--- src/rtl/sort_src_stream.sv ---
// Streams a sorted packet out of RAM as an Avalon-ST source.
// Reads addresses 0..len-1 on a one-cycle-latency RAM port and presents the
// words with sop/eop framing; a 2-entry skid buffer absorbs in-flight reads
// under backpressure. Optional macro SORT_SRC_ORDER_CHECK_EN adds a sticky
// ascending-order checker on accepted beats.
module sort_src_stream #(
   parameter int unsigned DWIDTH  = 10,
   parameter int unsigned ADDR_SZ = 10
) (
   input  logic               clk_i,
   input  logic               rst_n_i,
   input  logic               start_i,
   input  logic [ADDR_SZ:0]   len_i,
   output logic [ADDR_SZ-1:0] rd_addr_o,
   input  logic [DWIDTH-1:0]  q_i,
   output logic [DWIDTH-1:0]  src_data_o,
   output logic               src_valid_o,
   output logic               src_startofpacket_o,
   output logic               src_endofpacket_o,
   input  logic               src_ready_i,
   output logic               busy_o,
   output logic               done_o,
   output logic               order_err_o
);

   localparam int unsigned CW = ADDR_SZ + 1;

   typedef enum logic [1:0] {IDLE, READ, DRAIN} state_t;

   state_t                       state_q, state_d;
   logic [CW-1:0]                cnt_q, cnt_d;
   logic [CW-1:0]                len_q, len_d;
   logic                         inflight_q, inflight_d;
   logic                         in_sop_q, in_sop_d;
   logic                         in_eop_q, in_eop_d;
   logic [1:0]                   fill_q, fill_d;
   logic [1:0][DWIDTH-1:0]       skid_data_q, skid_data_d;
   logic [1:0]                   skid_sop_q, skid_sop_d;
   logic [1:0]                   skid_eop_q, skid_eop_d;
   logic                         done_q, done_d;
   logic                         busy_q, busy_d;

   logic                         head_valid;
   logic [DWIDTH-1:0]            head_data;
   logic                         head_sop;
   logic                         head_eop;
   logic                         pop;
   logic                         start_acc;
   logic                         issue;
   logic [1:0]                   occ;

   // Output head: oldest skid entry first, else the read returning this cycle.
   always_comb begin
      head_valid = (fill_q != 2'd0) | inflight_q;
      head_data  = '0;
      head_sop   = 1'b0;
      head_eop   = 1'b0;
      if (fill_q != 2'd0) begin
         head_data = skid_data_q[0];
         head_sop  = skid_sop_q[0];
         head_eop  = skid_eop_q[0];
      end else if (inflight_q) begin
         head_data = q_i;
         head_sop  = in_sop_q;
         head_eop  = in_eop_q;
      end
   end

   assign pop       = head_valid & src_ready_i;
   assign start_acc = (state_q == IDLE) & start_i;
   // Words held or arriving this cycle; a new read is only issued when the
   // skid buffer can still take it even if the sink stalls from now on.
   assign occ       = fill_q + 2'(inflight_q);
   assign issue     = (state_q == READ) & (occ <= 2'd1);

   // Next-state, read sequencing and skid buffer update.
   always_comb begin
      state_d     = state_q;
      cnt_d       = cnt_q;
      len_d       = len_q;
      inflight_d  = 1'b0;
      in_sop_d    = in_sop_q;
      in_eop_d    = in_eop_q;
      skid_data_d = skid_data_q;
      skid_sop_d  = skid_sop_q;
      skid_eop_d  = skid_eop_q;
      fill_d      = occ - 2'(pop);
      done_d      = 1'b0;

      if (inflight_q) begin
         if (fill_q == 2'd0) begin
            skid_data_d[0] = q_i;
            skid_sop_d[0]  = in_sop_q;
            skid_eop_d[0]  = in_eop_q;
         end else begin
            skid_data_d[1] = q_i;
            skid_sop_d[1]  = in_sop_q;
            skid_eop_d[1]  = in_eop_q;
         end
      end
      if (pop) begin
         skid_data_d[0] = skid_data_d[1];
         skid_sop_d[0]  = skid_sop_d[1];
         skid_eop_d[0]  = skid_eop_d[1];
      end

      if (issue) begin
         inflight_d = 1'b1;
         in_sop_d   = (cnt_q == CW'(0));
         in_eop_d   = (cnt_q == len_q - CW'(1));
         cnt_d      = cnt_q + CW'(1);
      end

      case (state_q)
         IDLE: begin
            if (start_acc) begin
               cnt_d = '0;
               len_d = len_i;
               if (len_i != CW'(0)) state_d = READ;
               else                 done_d  = 1'b1;
            end
         end
         READ: begin
            if (issue && (cnt_q == len_q - CW'(1))) state_d = DRAIN;
         end
         DRAIN: begin
            if (pop && head_eop) begin
               state_d = IDLE;
               done_d  = 1'b1;
            end
         end
         default: state_d = IDLE;
      endcase

      busy_d = (state_d != IDLE) | done_d;
   end

   // State and datapath registers.
   always_ff @(posedge clk_i or negedge rst_n_i) begin
      if (!rst_n_i) begin
         state_q     <= IDLE;
         cnt_q       <= '0;
         len_q       <= '0;
         inflight_q  <= 1'b0;
         in_sop_q    <= 1'b0;
         in_eop_q    <= 1'b0;
         fill_q      <= 2'd0;
         skid_data_q <= '0;
         skid_sop_q  <= '0;
         skid_eop_q  <= '0;
         done_q      <= 1'b0;
         busy_q      <= 1'b0;
      end else begin
         state_q     <= state_d;
         cnt_q       <= cnt_d;
         len_q       <= len_d;
         inflight_q  <= inflight_d;
         in_sop_q    <= in_sop_d;
         in_eop_q    <= in_eop_d;
         fill_q      <= fill_d;
         skid_data_q <= skid_data_d;
         skid_sop_q  <= skid_sop_d;
         skid_eop_q  <= skid_eop_d;
         done_q      <= done_d;
         busy_q      <= busy_d;
      end
   end

   assign rd_addr_o           = cnt_q[ADDR_SZ-1:0];
   assign src_valid_o         = head_valid;
   assign src_data_o          = head_data;
   assign src_startofpacket_o = head_sop;
   assign src_endofpacket_o   = head_eop;
   assign busy_o              = busy_q;
   assign done_o              = done_q;

`ifdef SORT_SRC_ORDER_CHECK_EN
   logic [DWIDTH-1:0] prev_q, prev_d;
   logic              prev_vld_q, prev_vld_d;
   logic              order_err_q, order_err_d;

   // Compare each accepted beat with the previous one of the same packet.
   always_comb begin
      prev_d      = prev_q;
      prev_vld_d  = prev_vld_q;
      order_err_d = order_err_q;
      if (start_acc) begin
         prev_vld_d  = 1'b0;
         order_err_d = 1'b0;
      end else if (pop) begin
         prev_d     = head_data;
         prev_vld_d = 1'b1;
         if (prev_vld_q && (head_data < prev_q)) order_err_d = 1'b1;
      end
   end

   // Order checker registers.
   always_ff @(posedge clk_i or negedge rst_n_i) begin
      if (!rst_n_i) begin
         prev_q      <= '0;
         prev_vld_q  <= 1'b0;
         order_err_q <= 1'b0;
      end else begin
         prev_q      <= prev_d;
         prev_vld_q  <= prev_vld_d;
         order_err_q <= order_err_d;
      end
   end

   assign order_err_o = order_err_q;
`else
   assign order_err_o = 1'b0;
`endif

endmodule
--- config.mk ---
export PLATFORM = sky130hd
export DESIGN_NAME = sort_src_stream
export DESIGN_NICKNAME = d
export VERILOG_FILES = /design/src/rtl/sort_src_stream.sv
export SDC_FILE = /design/constraint.sdc
export NUM_CORES = 1
export LEC_CHECK = 0
export ABC_AREA = 1
export CAP_MARGIN = 10
export CORE_MARGIN = 2
export CORE_UTILIZATION = 45
export CTS_BUF_LIST = sky130_fd_sc_hd__clkbuf_4
export CTS_CLUSTER_SIZE = 12
export DETAILED_ROUTE_END_ITERATION = 16
export GPL_ROUTABILITY_DRIVEN = 1
export PLACE_DENSITY = 0.76
export SYNTH_ARGS = -nofsm -noshare
export SYNTH_HDL_FRONTEND = slang
export SYNTH_SLANG_ARGS = --single-unit
--- constraint.sdc ---
create_clock -name clk_i -period 1.9 [get_ports clk_i]
set_input_delay 0.19 -clock clk_i [delete_from_list [all_inputs] [get_ports clk_i]]
set_output_delay 0.19 -clock clk_i [all_outputs]
set_load 0.03 [all_outputs]
; Yosys cells after proc, flatten, opt, wreduce, memory -nomap -nowiden
; Index checks and enable logic that the tools add are counted.
[classes]
add_sub_neg = 4
order_cmp = 1
n_eq_ne = 3
n_mux = 31
bitwise_logic = 5
reduce_logical = 12
[op_table]
columns = op, n
row1 = $mux 10, 5
row2 = $mux 11, 3
row3 = $mux 20, 1
row4 = $mux 1, 14
row5 = $mux 2, 6
row6 = $add 11x1->11 const B, 1
row7 = $eq 11x11->1, 1
row8 = $logic_not 11->1, 1
row9 = $reduce_bool 11->1, 1
row10 = $sub 11x1->11 const B, 1
row11 = $reduce_bool 2->1, 4
row12 = $pmux 2 s3, 1
row13 = $logic_not 2->1, 2
row14 = $reduce_and 2->1, 2
row15 = $and 1x1->1, 3
row16 = $add 2x1->2, 1
row17 = $eq 2x1->1 const B, 1
row18 = $eq 2x2->1 const B, 1
row19 = $le 2x1->1 const B, 1
row20 = $logic_and 1x1->1, 2
row21 = $or 1x1->1, 2
row22 = $pmux 1 s2, 1
row23 = $sub 2x1->2, 1
[totals]
regBits = 55
in_bits = 25
wordCells = 71

; Logic depth before layout (Yosys ltp)
[depth]
depth_word = 8
depth_mapped = 15
depth_no_buf = 15

; Worst setup path after synthesis
; OpenSTA, ideal clock, no wires.
[synth_timing]
kind = reg-to-reg
start = reg fill_q[1]
end = reg busy_q, in the netlist busy_o
setup_ns = 0.121
t_arrival_ns = 1.690
required_ns = 1.779
setup_slack_ns = 0.090
path_stages_with_launch = 9
path_cell_list = dfrtp_1 nor2_4 nand2_2 o21ai_1 nand2_1 nand2_1 nand2_1 a21oi_1 nand2_1
[synth_rtl]
columns = item, line
row1 = "start, declared", 36  ; logic [1:0] fill_q, fill_d;
row2 = "start signal, assigned", 160  ; fill_q <= fill_d;
row3 = $reduce_bool 2->1 (*), 58  ; if (fill_q != 2'd0) begin
row4 = $mux 1 (*), 58
row5 = via src_endofpacket_o, 19  ; output logic src_endofpacket_o,
row6 = $logic_and 1x1->1 (*), 127  ; if (pop && head_eop) begin
row7 = $mux 2, 127
row8 = $pmux 2 s3, 114  ; case (state_q)
row9 = $reduce_bool 2->1, 135  ; busy_d = (state_d != IDLE) | done_d;
row10 = $or 1x1->1 (*), 135
row11 = via busy_d, 41  ; logic busy_q, busy_d;
row12 = "end signal, assigned", 165  ; busy_q <= busy_d;
row13 = "end, declared", 41
; Mark *: on every way through the listed nets, which the timed path passes. The rest lies on a longest branch.
; A chain may end at the register's enable or synchronous reset.

; Final worst setup path
[layout_timing]
start = reg fill_q[0]
end = out src_endofpacket_o
[layout_via]
elab_chain_cells = 2
[layout_lines]
columns = item, line
row1 = $reduce_bool 2->1, 58
row2 = $mux 1, 58
row3 = "end, declared", 19
; No other way between the ends.

==> summary.txt <==
Layout
  – Layout cell share with drive strength beyond 1: 0.2038
  – FF+latch area: roughly 1400 µm²
  – N_diodes: 0
  – Layout fillers: 630
  – Post-route cell area: 3929 µm²
  – Final nets: 500
  – Fin cells: 567
  – Area occupied by multi-input gates: 1556 µm²
  – Core Util, Final: 0.5783
  – P&R area growth vs syn: 24.90%

CTS
  – Worst skew pair latency: between 300 and 400 ps
  – Cts bufs inserted: 5
  – CTS Sinks: 55
  – CTS tree: built
  – H-tree level count: 2
  – Clock-pin slew on the worst setup and hold paths: about 160 ps
  – Root buf cell: clkbuf_4
  – Clk buf depth: 2

Worst setup path
  – CP peak stage delay: roughly 450 ps
  – CP cell instances: nor2_4 -> nand2_2 -> o21ai_1 -> buf_2
  – Worst Setup Start Kind: flop
  – Crit path kind: reg2out
  – Slowest CP cell: dfrtp_1
  – CP max FO: 5
  – Crit path buf inv count: 1
  – Kind of end point of the critical path: output pin
  – Arrival time worst endpoint: 1710 ps
  – Largest delay share family, worst path: flip-flops
  – Worst Path Required: 1710 ps

GRT
  – Largest net degree at the start of global routing: 56
  – First-pass GRT wire length: about 11000 µm
  – GRT Overall Usage: 0.1821
  – Initial antenna violation count: 0
  – Grt total ovfl: 0
  – Vias in the first global route: ~2600

Floorplan
  – Io pins: a little over 50
  – Row cnt: 30
  – Die area: roughly 7700 µm²
  – Die Wd: 87.61 µm
  – Area of the core: a little under 7000 µm²
  – Initial Utilization: 0.4630
  – Die Height: 87.61 µm

Place
  – HPWL after DPL: approximately 5000 µm
  – Buffers added on ports: just under 50
  – Cells after DPL: around 550
  – Placed Area: 3706 µm²
  – Place WS: 18.13 ps
  – Routability Congestion: 0.8773

Timing
  – Unrepaired setup endpoints after global routing: yes
  – Slew HR: 0.5435
  – Worst-Margin Slew: around 680 ps
  – Hold slack final: 348.8 ps
  – Post-route setup TNS: -2.673 ps
  – Final setup skew: around 19 ps
  – Slew Viols, Final: 0
  – Fin crit share: 1.001
  – Tmin final: 1903 ps
  – Final hold viol count: 0
  – Final setup viols: 1
  – Setup ws final: -2.673 ps
  – Max frequency: between 500 and 600 MHz

Yosys
  – Largest family of logic cells by synthesized area: simple AND/OR/NAND/NOR gates
  – Xor/xnor share of the synthesized area: 0.008353
  – Syn_area_per_cell: ~7.7 µm²
  – Post-synth top cells: nand2_1 (139), dfrtp_1 (55), inv_1 (42)
  – Adder-cell area share of the yosys netlist: 0.01989
  – Synthesized area: roughly 3100 µm²
  – Synth warnings: 0
  – Synth unique cells: 37
  – Synth area leader: dfrtp_1
  – Top-count cell post-synth: nand2_1
  – Post-synthesis simple-gate area fraction: 0.3007
  – Main flop type after synthesis: dfrtp_1
  – Yosys reg bits: 55
  – Mux contribution to synthesized area: 0.02148
  – Gate count after technology mapping: just over 400
  – Share of the synthesized area in the top cell type: 0.4375
  – Sequential fraction of the synthesis area: 0.4375
  – Async S/R FF share, synth: 1.000
  – Largest cells by area after synthesis: dfrtp_1 (44%), nand2_1 (17%), inv_1 (5.0%)
  – Area fraction in compound gates after synthesis: 0.1102
  – EDFF count, synth: 0
  – Syn nets: between 400 and 500

Power and ir drop
  – VDD IR max: 613.0 µV
  – Power share of the clock group: 0.082
  – LEAKAGE: a little under 2 nW
  – Comb pwr share: 0.611
  – Sequential share of power: 0.308
  – Pint: about 3.3 mW
  – Tot Pwr: about 6.4 mW
  – Switch share: 0.4858
  – Cell Pwr Density: roughly 1600 nW/µm²
  – Net Switching: about 3.1 mW

Drt
  – Routed WL: roughly 6900 µm
  – Remaining DRCs: 0
  – Via density: 5.041
  – Antenna viol nets, final: 0
  – Via count: about 2900
  – Wire length per cell: about 12 µm
  – Initial detailed-routing violation count: between 150 and 200
  – Drt pass-1 iters: 4

Run status
  – Failing checks: negative setup slack
  – Status: finished with violations

Min path
  – Hold Crit Class: in2reg

Run
  – Max Cap Viol: 0
-- final timing paths --
path / from / endpoint / slack [ps] / cells past startpoint
max: fill_q[0] / src_endofpacket_o / -3 / 4
min: len_i[9] / len_q[9] / 350 / 3
max reg2reg: fill_q[0] / cnt_q[7] / 30 / 13
min reg2reg: skid_data_q[15] / skid_data_q[15] / 520 / 1
max in group asynchronous: rst_n_i / len_q[3] / 960 / 3
min in group asynchronous: rst_n_i / skid_data_q[19] / 440 / 3
-- area by class of cell --
class                           instances  area share
Timing Repair Buffer                   70      0.1561
Clock buffer                            5    0.009554
Inverter                               53     0.05191
Clock inverter                          3    0.005096
Multi-Input combinational cell        285      0.3962
Tap cell                               96     0.03057
Sequential cell                        55      0.3506
-- timing repair --
action | in CTS | in global routing
gates cloned | 0 | 1
gates resized for setup | 40 | 48
endpoints found under the hold margin | 55 | 0
hold buffers | 1 | 0
setup endpoints to repair | 13 | 16
setup buffers | 1 | 9
pin swaps | 0 | 11
-- placed cells by master (no fill, tap or decap), types with 3 or more instances in the layout --
master	n
nand4_1	3
nand2_4	4
dfrtp_1	54
nand3_1	11
clkbuf_4	5
o21ai_0	20
nand2_2	13
buf_6	4
clkdlybuf4s50_1	35
nor4_1	3
o22ai_1	3
a22oi_1	3
a21oi_1	23
nor3_1	4
ha_1	3
o21ai_1	7
nand3_2	3
buf_4	17
nand2_1	131
inv_1	41
buf_2	10
nor3_4	3
nor2_1	21
o311ai_1	3
nor2_4	6
mux2_2	6
inv_2	9
-- power groups by stage --
stage / registers [mW] / logic [mW] / clock network (mW)
2_1_floorplan: 1.95 / 2.62 / 0
3_3_place_gp: 1.98 / 3.51 / 0
3_5_place_dp: 2.00 / 3.59 / 0
4_1_cts: 1.97 / 3.58 / 0.549
5_1_grt: 2.04 / 4.38 / 0.582
6_report: 1.98 / 3.93 / 0.525
-- kinds of logic (layout without fill, tap and decap cells) --
logic type,Yosys count,after routing
simple gates,207,208
buf+inv,70,131
compound gates,62,62
flops,55,55
mux,6,6
fa+ha+maj,5,5
xor+xnor,3,3
other cells,1,1
-- per-layer routing --
layer | part of all wire | up-vias | global-route usage
met5 | 0 | - | 0
met4 | 0.017 | 0 | 0.05455
met3 | 0.050 | 13 | 0.02451
met2 | 0.50 | 91 | 0.3320
met1 | 0.43 | 1334 | 0.2236
li1 | - | 1420 | -
-- sequential cells by signal, summed over array words and instances (netlist names) --
name / flops
fill_q: 2
in_sop_q: 1
busy_o: 1
inflight_q: 1
len_q: 11
skid_eop_q: 2
in_eop_q: 1
cnt_q: 11
skid_data_q: 20
skid_sop_q: 2
state_q: 2
done_o: 1
-- tightest hold or removal path: stages --
cell,delay [ps]
clkdlybuf4s50_1,420
nand2_1,70
nand2_1,40
(Power assumes the default switching activity.)
